### config.mk
export PLATFORM = sky130hd
export DESIGN_NAME = pc_unit_flat
export DESIGN_NICKNAME = d
export VERILOG_FILES = /design/src/rtl/pc_pkg.sv /design/src/rtl/pc_unit_if.sv /design/src/rtl/pc_stack.sv /design/src/rtl/pc_unit.sv /design/src/flat_wrapper.sv
export SDC_FILE = /design/constraint.sdc
export NUM_CORES = 1
export LEC_CHECK = 0
export BUFFER_PORTS_ARGS = -buffer_cell sky130_fd_sc_hd__buf_2
export CAP_MARGIN = 40
export CELL_PAD_IN_SITES_DETAIL_PLACEMENT = 1
export CELL_PAD_IN_SITES_GLOBAL_PLACEMENT = 2
export CORE_MARGIN = 3
export CORE_UTILIZATION = 41
export CTS_CLUSTER_DIAMETER = 60
export DETAILED_ROUTE_END_ITERATION = 16
export GPL_ROUTABILITY_DRIVEN = 0
export PLACE_DENSITY = 0.86
export SETUP_SLACK_MARGIN = 0.2
export SYNTH_ARGS = -nofsm -noshare
export SYNTH_HDL_FRONTEND = slang
export SYNTH_SLANG_ARGS = --single-unit
### constraint.sdc
create_clock -name clk -period 7.3 [get_ports clk]
set_input_delay 0.365 -clock clk [delete_from_list [all_inputs] [get_ports clk]]
set_output_delay 0.365 -clock clk [all_outputs]
set_load 0.1 [all_outputs]
### src/rtl/pc_pkg.sv
// Shared types for the fetch-stage program counter.
package pc_pkg;

    typedef enum logic [2:0] {
        INC  = 3'd0,
        JMP  = 3'd1,
        BRA  = 3'd2,
        CALL = 3'd3,
        RET  = 3'd4,
        HOLD = 3'd5
    } pc_op_t;

    typedef enum logic [2:0] {
        NONE  = 3'd0,
        OVF   = 3'd1,
        UNF   = 3'd2,
        ILL   = 3'd3,
        BOUND = 3'd4
    } pc_err_t;

endpackage

### src/rtl/pc_unit_if.sv
// Control/status bundle between the fetch sequencer and pc_unit.
interface pc_unit_if #(
    parameter int W = 8
) ();
    import pc_pkg::*;

    logic          ld;
    pc_op_t        op;
    logic [W-1:0]  target;
    logic [W-1:0]  offset;
    logic          err_clr;
    logic [W-1:0]  pc;
    logic [W-1:0]  next_pc;
    logic          stk_full;
    logic          stk_empty;
    logic          err;
    pc_err_t       err_code;

    modport master (
        output ld, op, target, offset, err_clr,
        input  pc, next_pc, stk_full, stk_empty, err, err_code
    );

    modport slave (
        input  ld, op, target, offset, err_clr,
        output pc, next_pc, stk_full, stk_empty, err, err_code
    );

endinterface

### src/rtl/pc_stack.sv
// LIFO return-address stack; dout always shows the top entry.
module pc_stack #(
    parameter int W           = 8,
    parameter int STACK_DEPTH = 4
) (
    input  logic         clk,
    input  logic         rst,
    input  logic         push,
    input  logic         pop,
    input  logic [W-1:0] din,
    output logic [W-1:0] dout,
    output logic         full,
    output logic         empty
);

    localparam int SPW   = $clog2(STACK_DEPTH + 1);
    localparam int SLOTS = 2 ** SPW;

    logic [SPW-1:0] sp_q, sp_d;
    logic [SPW-1:0] top;
    logic [W-1:0]   mem_q [SLOTS];
    logic [W-1:0]   mem_d [SLOTS];

    assign full  = (sp_q == SPW'(STACK_DEPTH));
    assign empty = (sp_q == '0);
    assign top   = empty ? '0 : sp_q - SPW'(1);
    assign dout  = mem_q[top];

    always_comb begin
        sp_d  = sp_q;
        mem_d = mem_q;
        if (push && !full) begin
            mem_d[sp_q] = din;
            sp_d        = sp_q + SPW'(1);
        end else if (pop && !empty) begin
            sp_d = top;
        end
    end

    always_ff @(posedge clk or negedge rst) begin
        if (!rst) begin
            sp_q  <= '0;
            mem_q <= '{default: '0};
        end else begin
            sp_q  <= sp_d;
            mem_q <= mem_d;
        end
    end

endmodule

### src/rtl/pc_unit.sv
// Fetch program counter with jumps, call/return stack and sticky errors.
// Define PC_BOUND_CHECK_EN to suppress targets at or above IMEM_DEPTH.
module pc_unit #(
    parameter int           W           = 8,
    parameter logic [W-1:0] RESET_VEC   = '0,
    parameter int           STACK_DEPTH = 4,
    parameter int           IMEM_DEPTH  = 256
) (
    input  logic      clk,
    input  logic      rst,
    pc_unit_if.slave  bus
);
    import pc_pkg::*;

`ifdef PC_BOUND_CHECK_EN
    localparam bit BOUND_EN = 1'b1;
`else
    localparam bit BOUND_EN = 1'b0;
`endif

    logic [W-1:0] pc_q, pc_d;
    logic         err_q, err_d;
    pc_err_t      code_q, code_d;

    logic [W-1:0] cand;
    logic [W-1:0] stk_top;
    logic         want_push, want_pop;
    logic         full, empty;
    pc_err_t      fault;

    pc_stack #(
        .W           (W),
        .STACK_DEPTH (STACK_DEPTH)
    ) u_stack (
        .clk   (clk),
        .rst   (rst),
        .push  (bus.ld && want_push),
        .pop   (bus.ld && want_pop),
        .din   (pc_q + W'(1)),
        .dout  (stk_top),
        .full  (full),
        .empty (empty)
    );

    always_comb begin
        cand      = pc_q;
        fault     = NONE;
        want_push = 1'b0;
        want_pop  = 1'b0;
        unique case (bus.op)
            INC:  cand = pc_q + W'(1);
            JMP:  cand = bus.target;
            BRA:  cand = pc_q + bus.offset;
            CALL: begin
                if (full) begin
                    fault = OVF;
                end else begin
                    cand      = bus.target;
                    want_push = 1'b1;
                end
            end
            RET: begin
                if (empty) begin
                    fault = UNF;
                end else begin
                    cand     = stk_top;
                    want_pop = 1'b1;
                end
            end
            HOLD:    cand  = pc_q;
            default: fault = ILL;
        endcase
        // Out-of-range targets are dropped whole: no pc move, no stack change.
        if (BOUND_EN && fault == NONE && bus.op != HOLD &&
            32'(cand) >= 32'(IMEM_DEPTH)) begin
            fault     = BOUND;
            cand      = pc_q;
            want_push = 1'b0;
            want_pop  = 1'b0;
        end
    end

    always_comb begin
        pc_d   = bus.ld ? cand : pc_q;
        err_d  = err_q;
        code_d = code_q;
        if (bus.err_clr) begin
            err_d  = 1'b0;
            code_d = NONE;
        end
        if (bus.ld && fault != NONE) begin
            err_d = 1'b1;
            if (!err_q || bus.err_clr) begin
                code_d = fault;
            end
        end
    end

    always_ff @(posedge clk or negedge rst) begin
        if (!rst) begin
            pc_q   <= RESET_VEC;
            err_q  <= 1'b0;
            code_q <= NONE;
        end else begin
            pc_q   <= pc_d;
            err_q  <= err_d;
            code_q <= code_d;
        end
    end

    assign bus.pc        = pc_q;
    assign bus.next_pc   = cand;
    assign bus.stk_full  = full;
    assign bus.stk_empty = empty;
    assign bus.err       = err_q;
    assign bus.err_code  = code_q;

endmodule

### src/flat_wrapper.sv
// flat-port wrapper written by rule: the top's interface ports become plain ports
module pc_unit_flat import pc_pkg::*;
#(
    parameter int           W           = 8,
    parameter logic [W-1:0] RESET_VEC   = '0,
    parameter int           STACK_DEPTH = 4,
    parameter int           IMEM_DEPTH  = 256
)
  (clk, rst, bus_ld, bus_op, bus_target, bus_offset, bus_err_clr, bus_pc, bus_next_pc, bus_stk_full, bus_stk_empty, bus_err, bus_err_code);
  pc_unit_if #(.W(W)) bus_i ();
  input  logic clk;
  input  logic rst;
  input wire logic [$bits(bus_i.ld)-1:0] bus_ld;
  input wire logic [$bits(bus_i.op)-1:0] bus_op;
  input wire logic [$bits(bus_i.target)-1:0] bus_target;
  input wire logic [$bits(bus_i.offset)-1:0] bus_offset;
  input wire logic [$bits(bus_i.err_clr)-1:0] bus_err_clr;
  output wire logic [$bits(bus_i.pc)-1:0] bus_pc;
  output wire logic [$bits(bus_i.next_pc)-1:0] bus_next_pc;
  output wire logic [$bits(bus_i.stk_full)-1:0] bus_stk_full;
  output wire logic [$bits(bus_i.stk_empty)-1:0] bus_stk_empty;
  output wire logic [$bits(bus_i.err)-1:0] bus_err;
  output wire logic [$bits(bus_i.err_code)-1:0] bus_err_code;
  assign bus_i.ld = bus_ld;
  assign bus_i.op = bus_op;
  assign bus_i.target = bus_target;
  assign bus_i.offset = bus_offset;
  assign bus_i.err_clr = bus_err_clr;
  assign bus_pc = bus_i.pc;
  assign bus_next_pc = bus_i.next_pc;
  assign bus_stk_full = bus_i.stk_full;
  assign bus_stk_empty = bus_i.stk_empty;
  assign bus_err = bus_i.err;
  assign bus_err_code = bus_i.err_code;
  pc_unit #(.W(W), .RESET_VEC(RESET_VEC), .STACK_DEPTH(STACK_DEPTH), .IMEM_DEPTH(IMEM_DEPTH)) u_core (.clk(clk), .rst(rst), .bus(bus_i));
endmodule
==> metrics list, run 1 <==
* Via Count: slightly above 4000
- Row generation in the floorplan step produced 39 rows.
- Arrival time at the worst endpoint: about 3.5 ns
- Share of the clock period used by the worst path after layout: around 53%
- Net total in the final layout: 590
* Fmax achieved: about 260 MHz
- Cells with a size suffix above 1 make up between 10% and 20% of the layout.
- Following the worst setup path forward leads to its endpoint at bus_next_pc[4].
- The first global-routing pass estimated 23.58 mm of wire.
- After detailed placement, the design holds a cell count of approximately 690.
- The design draws roughly 2.6 mW.
* Synthesized netlist net count: between 500 and 600
- Slowest CP cell: sky130_fd_sc_hd__mux4_2
- The clock reaches the later pin of the worst-skew pair after 0.35 ns.
- Antenna Diode Count: 0
- Total Die Area: between 10000 and 15000 um2
- Setup repair after global routing left no endpoint under its margin.
* H-Tree Level Count: 3
* Max-slew violation count: 0
* Reg2reg end: u_core.u_stack.mem_q[2]
- The initial antenna violation count is 0.
- Setup WS pre-CTS: approximately 3.8 ns
* Post-route worst hold slack: 0.2098 ns
- The largest total area in the synthesized netlist belongs to sky130_fd_sc_hd__dfrtp_1.
- Sequential elements use approximately two fifths of the synthesized area.
* Crit path capture type: output pin
- Yosys warning count: 0
- The core region is between 10000 and 15000 um2.
* Final design instance area without fill: around 5500 um2
- Port bufs: 44
- The most used flip-flop cell after synthesis is sky130_fd_sc_hd__dfrtp_1.
- Along the worst hold path, the cell count comes to 2.
* Total of fill cells in the finished design: 1343
- STA classifies the critical path startpoint as a register.
* Sum of negative setup slack: 0 ns
- At the pin with the least slew margin, the transition time is 0.8771 ns.
* Total cell area at the placement stage: ~5200 um2
- Total track usage: between 20% and 30%
* VDD IR max: approximately 210 uV
- CTS tree: built
- Clock Path Buffers: 2
- Pin count of the biggest net entering global routing: 61
- The number of global-route vias before repair is about 4200.
* Total of flip-flops plus latches after synthesis: between 70 and 80
* Area share of the leading cell type in the synthesized netlist: around two fifths
* Depth of the worst register-to-register path: 6
- Status: finished, final reports clean
- Post-DR vias/cell: between 5 and 6
- Final critical delay including setup and external delays: around 4 ns
- For this run, the share of the core covered by cells in the final layout is 47.31%.
- Number of cells on the critical path: 8
- Across all register-to-register paths, the minimum setup slack is 4.27 ns.
* Worst clock skew: between 0.007 and 0.008 ns
* DIE HEIGHT: approximately 120 um
- Startpoint of the most critical register-to-register path: u_core.u_stack.sp_q[1]
- TritonCTS Buffers: 9
* Power per cell area: between 400 and 500 nW/um2
- Once the floorplan was initialized, standard cells occupied between 40 and 50% of the core.
- The mapped netlist covers slightly below 5000 um2.
* Required time worst endpoint: ~6.9 ns
* Post-synthesis area per instance: roughly 9.3 um2
- Broken down by cell family, the worst path's largest delay share belongs to simple AND/OR/NAND/NOR gates.
- For this design the static power due to leakage is about 2.4 nW.
- The worst hold path belongs to the class in2reg.
- Sum of buffers and inverters on the critical path: 2
* Root buffer selected by CTS: sky130_fd_sc_hd__clkbuf_16
- Synthesis produced a netlist whose cell count is about 530.
* Starting DRC count in detailed routing: around 330
* Share of synthesized flip-flops with an asynchronous set or reset: between 90% and 100%
* Final number of hold-violating endpoints: 0
* Commonest cells after routing, fill and taps aside: sky130_fd_sc_hd__nand2_1 (88), sky130_fd_sc_hd__o21ai_0 (82), sky130_fd_sc_hd__dfrtp_1 (79), sky130_fd_sc_hd__buf_2 (43), sky130_fd_sc_hd__nor2_1 (27)
- The routed design has approximately 15 mm of wire.
- Clock-pin slew was measured on the worst setup and hold paths at ~0.060 ns.
* Crit path cell chain: inv_1 -> ha_1 -> nor2_4 -> mux4_2 -> nand3_1 -> nand2_1 -> or4b_1 -> buf_2
- The die is around 120 um wide.
* Setup violation total in the final timing report: 0
* Residual DRC count: 0
* Post-synth EDFFs: 0
* DP Wirelength: ~11 mm
- Yosys cell types: 70
* Leading cell types by total area after synthesis: sky130_fd_sc_hd__dfrtp_1 (40%), sky130_fd_sc_hd__o21ai_0 (8.3%), sky130_fd_sc_hd__nand2_1 (6.7%)
- In this run the tightest slew margin relative to its limit is approximately 42%.
* Most common cell after layout, fill and taps aside: sky130_fd_sc_hd__nand2_1
- Mean routed wirelength per cell: 20.86 um
- Origin of the worst setup path: u_core.u_stack.sp_q[1]
- Area growth from synthesis to layout: 11.05%
- Max-cap violations in this run came to 0.
- Number of setup buffers added after CTS: 0
- In this run the count of I/O pins placed on the die edge is 45.
* Number of clock sinks: about 80
* Cell Count, Final, Fillers Out: between 700 and 800
- After layout, the worst setup slack is 3.410 ns.
* Total global routing overflow: 0
- Kind of critical path: reg2out
- Along the worst path, the maximum fanout reaches 23.
- The largest single stage delay on the critical path is approximately 0.57 ns.
- Routed Antenna Nets: 0
- DR pass1 iterations: 4
-- cell usage after synthesis, types with 2 or more instances --
master,instances
sky130_fd_sc_hd__a211o_1,2
sky130_fd_sc_hd__a211oi_1,4
sky130_fd_sc_hd__a21o_1,8
sky130_fd_sc_hd__a21oi_1,23
sky130_fd_sc_hd__a221o_1,2
sky130_fd_sc_hd__a22o_1,4
sky130_fd_sc_hd__a2bb2oi_1,2
sky130_fd_sc_hd__a311o_1,2
sky130_fd_sc_hd__a31oi_1,7
sky130_fd_sc_hd__a32oi_1,3
sky130_fd_sc_hd__a41oi_1,2
sky130_fd_sc_hd__and2_1,4
sky130_fd_sc_hd__and3_1,5
sky130_fd_sc_hd__and3b_1,2
sky130_fd_sc_hd__and4_1,2
sky130_fd_sc_hd__buf_2,6
sky130_fd_sc_hd__buf_4,3
sky130_fd_sc_hd__buf_6,5
sky130_fd_sc_hd__clkbuf_1,21
sky130_fd_sc_hd__dfrtp_1,79
sky130_fd_sc_hd__ha_1,11
sky130_fd_sc_hd__inv_1,18
sky130_fd_sc_hd__mux2_2,3
sky130_fd_sc_hd__mux2i_1,6
sky130_fd_sc_hd__mux4_1,5
sky130_fd_sc_hd__mux4_2,13
sky130_fd_sc_hd__nand2_1,88
sky130_fd_sc_hd__nand2b_1,3
sky130_fd_sc_hd__nand3_1,14
sky130_fd_sc_hd__nand4_1,2
sky130_fd_sc_hd__nand4b_1,2
sky130_fd_sc_hd__nor2_1,27
sky130_fd_sc_hd__nor2b_1,7
sky130_fd_sc_hd__nor3_1,3
sky130_fd_sc_hd__o211ai_1,2
sky130_fd_sc_hd__o21a_1,5
sky130_fd_sc_hd__o21ai_0,82
sky130_fd_sc_hd__o21bai_1,2
sky130_fd_sc_hd__o221ai_1,8
sky130_fd_sc_hd__or3_1,3
sky130_fd_sc_hd__xnor2_1,6
sky130_fd_sc_hd__xor2_1,4
-- how the worst min path moves through the flow --
| stage | start | to | slack, ns |
|---|---|---|---|
| floorplan | rst | u_core.bus.err | 0.07 |
| global placement | u_core.u_stack.mem_q[44] | u_core.u_stack.mem_q[44] | 0.46 |
| detailed placement | rst | u_core.bus.err_code[2] | 0.28 |
| CTS | bus_err_clr | u_core.bus.err_code[2] | 0.20 |
| global route | bus_err_clr | u_core.bus.err_code[2] | 0.22 |
| finish | bus_err_clr | u_core.bus.err_code[2] | 0.21 |
-- report_power, final --
part / switching [mW] / internal [mW] / total (mW) / leakage, nW
Clock: 0.178 / 0.224 / 0.401 / 0.127
Sequential: 0.170 / 0.604 / 0.774 / 1.04
Combinational: 0.940 / 0.455 / 1.40 / 1.26
Total: 1.29 / 1.28 / 2.57 / 2.42
-- cells by family (layout without fill, tap and decap cells) --
| kind of cell | Yosys count | after routing | synth area share [%] |
|---|---|---|---|
| buffers and inverters | 55 | 85 | 5.358 |
| AOI/OAI and AO/OA | 171 | 171 | 22.04 |
| xor gates and xnor gates | 10 | 10 | 1.777 |
| DFF | 79 | 79 | 40.12 |
| muxes | 27 | 27 | 10.51 |
| and+or+nand+nor | 174 | 174 | 16.99 |
| adders and majority gates | 12 | 12 | 3.200 |
-- flip-flops by register name (all words and copies together) (netlist names) --
signal	cells
u_core.u_stack.mem_q	64
u_core.bus.pc	8
u_core.bus.err_code	3
u_core.u_stack.sp_q	3
u_core.bus.err	1
-- layer usage --
layer	vias to the layer above	track usage, %	share of wire (%)
met3	13	4.021	3.8
met1	2079	32.07	47
met2	81	37.19	48
li1	1978	-	-
met5	-	0	0
met4	0	7.270	1.1
-- repair_timing --
| action | in CTS | in global routing |
|---|---|---|
| hold buffers | 1 | 0 |
| gates resized for setup | 0 | 0 |
| endpoints found under the hold margin | 19 | 0 |
-- final cells by class --
type / instances / area [um2] / area share, %
Tap cell: 143 / 178.9 / 3.270
Clock inverter: 5 / 27.53 / 0.5031
Multi-Input combinational cell: 394 / 2686 / 49.10
Sequential cell: 79 / 1977 / 36.13
Inverter: 19 / 71.32 / 1.303
Timing Repair Buffer: 52 / 305.3 / 5.580
Clock buffer: 9 / 225.2 / 4.116
No activity file was read; power rests on OpenSTA's default activity.
==> inputs of run 2 (changes only) <==
ABC_AREA = 1   (was unset)
CORE_UTILIZATION = 35   (was 41)
PLACE_DENSITY = 0.8   (was 0.86)
clock period = 3.65 ns   (was 7.3 ns; I/O delays follow)
==> run 2 against run 1 <==
Clock power rose by 150%. Cell count rose by 23%. Worst hold slack got worse by 0.013 ns. Highest routed layer unchanged. Area after synthesis fell by 2.4%. First-iteration DRC count fell by 33%. Synthesized cell count rose by 20%. Combinational power rose by 94%. Sequential share of layout area fell by 0.10 points.
==> metrics list, run 2 <==
- Status: finished, final reports clean
- The count of final max-slew check failures was 0.
- Dividing the detail-routed wire length by the instance count gives 17.23 um.
- Crit path capture type: output pin
- Detailed placement finished with a half-perimeter wire length of about 12 mm.
- The register with the most flip-flops in the final layout is u_core.u_stack.mem_q.
- In the final design database the tool counted around 700 nets.
* Overall power after layout: slightly above 5 mW
* Share of the clock period used by the worst path after layout: slightly below 90%
- Summing all non-filler instances in the final layout gives an area of approximately 5500 um2.
- Starting DRC count in detailed routing: 218
- Of all nets on the critical path, the largest fanout is 14.
* DIE HEIGHT: 123.2 um
- Relative to the synthesized area, the layout overhead comes to 14.15%.
* Hold Crit Class: in2reg
* Max layer used: met4
- Most frequent cell after synthesis: sky130_fd_sc_hd__nand2_1
* H-Tree Level Count: 3
- Slew HR: roughly two thirds
* Row count: 42
- After routing, the total negative slack on setup checks comes to 0 ns.
- Wire segments on met2 add up to 7.143 mm in the final route.
* Boundary pin count: 45
- For the worst-skew pair, the clock arrives at the later sink with an insertion delay of around 0.34 ns.
- Leading cell types by total area after synthesis: sky130_fd_sc_hd__dfrtp_1 (41%), sky130_fd_sc_hd__nand2_1 (15%), sky130_fd_sc_hd__nand3_1 (6.1%)
* Worst clock skew: between 0.005 and 0.006 ns
- Layout cell share with drive strength beyond 1: roughly 17%
* Antenna violations before repair: 0
* VDD IR max: ~370 uV
- After detailed placement, the total cell area comes to 5144 um2.
* Number of clock sinks: 79
* Yosys cell types: 36
* Post-DR vias/cell: ~5.0
- Flip-flop count of the largest register after layout: 64
- Vias in the first global route: between 4000 and 5000
- Fmax achieved: approximately 310 MHz
- Worst Max-Slew Pin Slew: 0.5285 ns
- Required time worst endpoint: 3.47 ns
* Most common cell after layout, fill and taps aside: sky130_fd_sc_hd__nand2_1
* Sequential Power Share: between 20% and 30%
- Synth Instances: 635
- Max-cap violations in this run came to 0.
* Total of fill cells in the finished design: between 1500 and 2000
- 0 antenna diodes ended up in the layout.
- Total of flip-flops plus latches after synthesis: 79
* Setup repair after global routing missed its margin: false
* Chip Width: between 100 and 150 um
- Clk network pwr share: 19.0%
- Kind of critical path: reg2out
- Post-synthesis area per instance: ~7.6 um2
- Most common flop cell mapped by yosys: sky130_fd_sc_hd__dfrtp_1
* Top cell type by total area after synthesis: sky130_fd_sc_hd__dfrtp_1
* Final number of hold-violating endpoints: 0
* Internal Power: 2.557 mW
- Synthesis produced a netlist with a net count of 670.
- After clock tree synthesis, the clock-pin slew on the worst setup and hold paths is 0.06 ns.
- Area share of the leading cell type in the synthesized netlist: 41.10%
* TritonCTS Buffers: 9
- Port bufs: 44
- Net switching is around 51% of the power.
- Global routing finished with a remaining overflow of 0.
- For this run, asynchronously set or reset flops after synthesis account for 100.0%.
* Power per cell area: between 900 and 1000 nW/um2
- Total Die Area: roughly 15000 um2
* Clock Path Buffers: 2
* Post-route worst hold slack: 0.1972 ns
- Before antenna repair, the detailed router went through 4 iterations.
* Final critical delay including setup and external delays: between 3 and 4 ns
* R2R Setup Slk: approximately 1.2 ns
- Initial core utilization: a little over a third
- The first global-routing pass estimated between 20 and 25 mm of wire.
- Leakage power: between 2 and 3 nW
* Post-synth EDFFs: 0
- Setup violations remaining at the end of the flow were counted as 0.
- Startpoint kind of the worst setup timing path: register
* Portion of the post-synthesis area used by sequential elements: approximately two fifths
- Data arrives at the worst endpoint at 2.99 ns.
- Metal3 WL: around 550 um
- Wires add up to ~15 mm.
* Routed Antenna Nets: 0
- In the routed design, unresolved DRC markers number 0.
- Total standard cell area after synthesis: about 4800 um2
- Total track usage: between 20% and 30%
* Commonest cells in the netlist: sky130_fd_sc_hd__nand2_1 (194), sky130_fd_sc_hd__dfrtp_1 (79), sky130_fd_sc_hd__inv_1 (77), sky130_fd_sc_hd__nand3_1 (59), sky130_fd_sc_hd__o21ai_1 (37)
- After clock tree synthesis, the setup repair step added 0 buffers.
- CTS tree: built
- In the final routing, the length of wire on met1 measures around 6.8 mm.
- Pin count of the biggest net entering global routing: between 50 and 60
- Final cell utilization of the core: about 41%
* Core outline area: 13350 um2
* Commonest cells after routing, fill and taps aside: sky130_fd_sc_hd__nand2_1 (194), sky130_fd_sc_hd__dfrtp_1 (78), sky130_fd_sc_hd__inv_1 (77), sky130_fd_sc_hd__nand3_1 (59), sky130_fd_sc_hd__buf_2 (43)
- The routed layout has 4335 vias.
- Combinational cells account for 52.5% of the total power.
* Yosys warning count: 0
- In this run the power spent charging and discharging nets is 2.629 mW.
* Root buffer selected by CTS: sky130_fd_sc_hd__clkbuf_16
run 2: cell types whose count changed after synthesis, moves of 13 or more:
| cell | delta |
|---|---|
| sky130_fd_sc_hd__o21ai_0 | -46 |
| sky130_fd_sc_hd__nand3_1 | +45 |
| sky130_fd_sc_hd__nand2_1 | +106 |
| sky130_fd_sc_hd__mux4_2 | -13 |
| sky130_fd_sc_hd__inv_1 | +59 |
| sky130_fd_sc_hd__clkbuf_1 | -21 |
| sky130_fd_sc_hd__o21ai_1 | +37 |
run 2: worst paths after layout:
| check | to | cells past startpoint | from |
|---|---|---|---|
| max reg2reg | u_core.u_stack.mem_q[13] | 12 | u_core.u_stack.sp_q[0] |
| min | u_core.bus.pc[0] | 5 | bus_target[0] |
| max in group asynchronous | u_core.u_stack.sp_q[0] | 3 | rst |
| max | bus_next_pc[3] | 11 | u_core.u_stack.sp_q[0] |
| min reg2reg | u_core.u_stack.mem_q[32] | 2 | u_core.u_stack.mem_q[32] |
| min in group asynchronous | u_core.u_stack.mem_q[44] | 2 | rst |
run 2: power groups by stage:
stage               Clock, mW  Combinational, mW  Sequential (mW)
global placement            0               2.66             1.49
CTS                      1.02               2.75             1.48
global route             1.06               3.03             1.53
finish                  0.987               2.72             1.48
detailed placement          0               2.74             1.49
floorplan                   0               1.94             1.63
run 2: kinds of logic (layout without fill, tap and decap cells):
logic type                 count (synthesis)  in the layout  synth area share, %
and+or+nand+nor                          319            319                31.37
AOI/OAI and AO/OA                        114            114                13.06
buffers and inverters                    108            157                10.64
DFF                                       79             79                41.10
adders and majority gates                 12             12                3.278
xor gates and xnor gates                   3              3               0.5464
run 2: final cells by class:
cell class	instances	area (um2)	area share (%)
sequential	79	1978	36.03
clock inverter	3	65.06	1.185
multi-input combinational	448	2321	42.27
tap	176	220.2	4.011
timing repair buffer	51	300.3	5.469
inverter	90	345.3	6.290
clock buffer	13	260.3	4.740
run 2: layer usage:
layer / global-route usage, % / up-vias
met2: 35.13 / 78
met1: 27.61 / 2096
met5: 0 / -
li1: - / 2138
met4: 5.536 / 0
met3: 4.895 / 23
run 2: through the flow:
stage,std cells,setup slack (ns)
after global routing,860,0.2369
after global placement,841,0.7658
after CTS,860,0.2339
after detailed placement,842,0.6170
final,860,0.4728
after floorplan,635,0.4070
run 2: timing repair:
action                                  CTS  global route
hold buffers                              2             0
endpoints found under the setup margin    0             8
hold endpoints to repair                 25             0
gates resized for setup                   0             1
run 2: worst max-delay path: stages (launching register included):
cell,delay (ns)
sky130_fd_sc_hd__dfrtp_2,0.53
sky130_fd_sc_hd__inv_4,0.19
sky130_fd_sc_hd__ha_1,0.21
sky130_fd_sc_hd__inv_1,0.07
sky130_fd_sc_hd__nand2_1,0.06
sky130_fd_sc_hd__nand2_1,0.31
sky130_fd_sc_hd__nor2_1,0.37
sky130_fd_sc_hd__inv_1,0.14
sky130_fd_sc_hd__nand3_1,0.11
sky130_fd_sc_hd__nand3_1,0.11
sky130_fd_sc_hd__nand3b_2,0.11
sky130_fd_sc_hd__buf_2,0.43
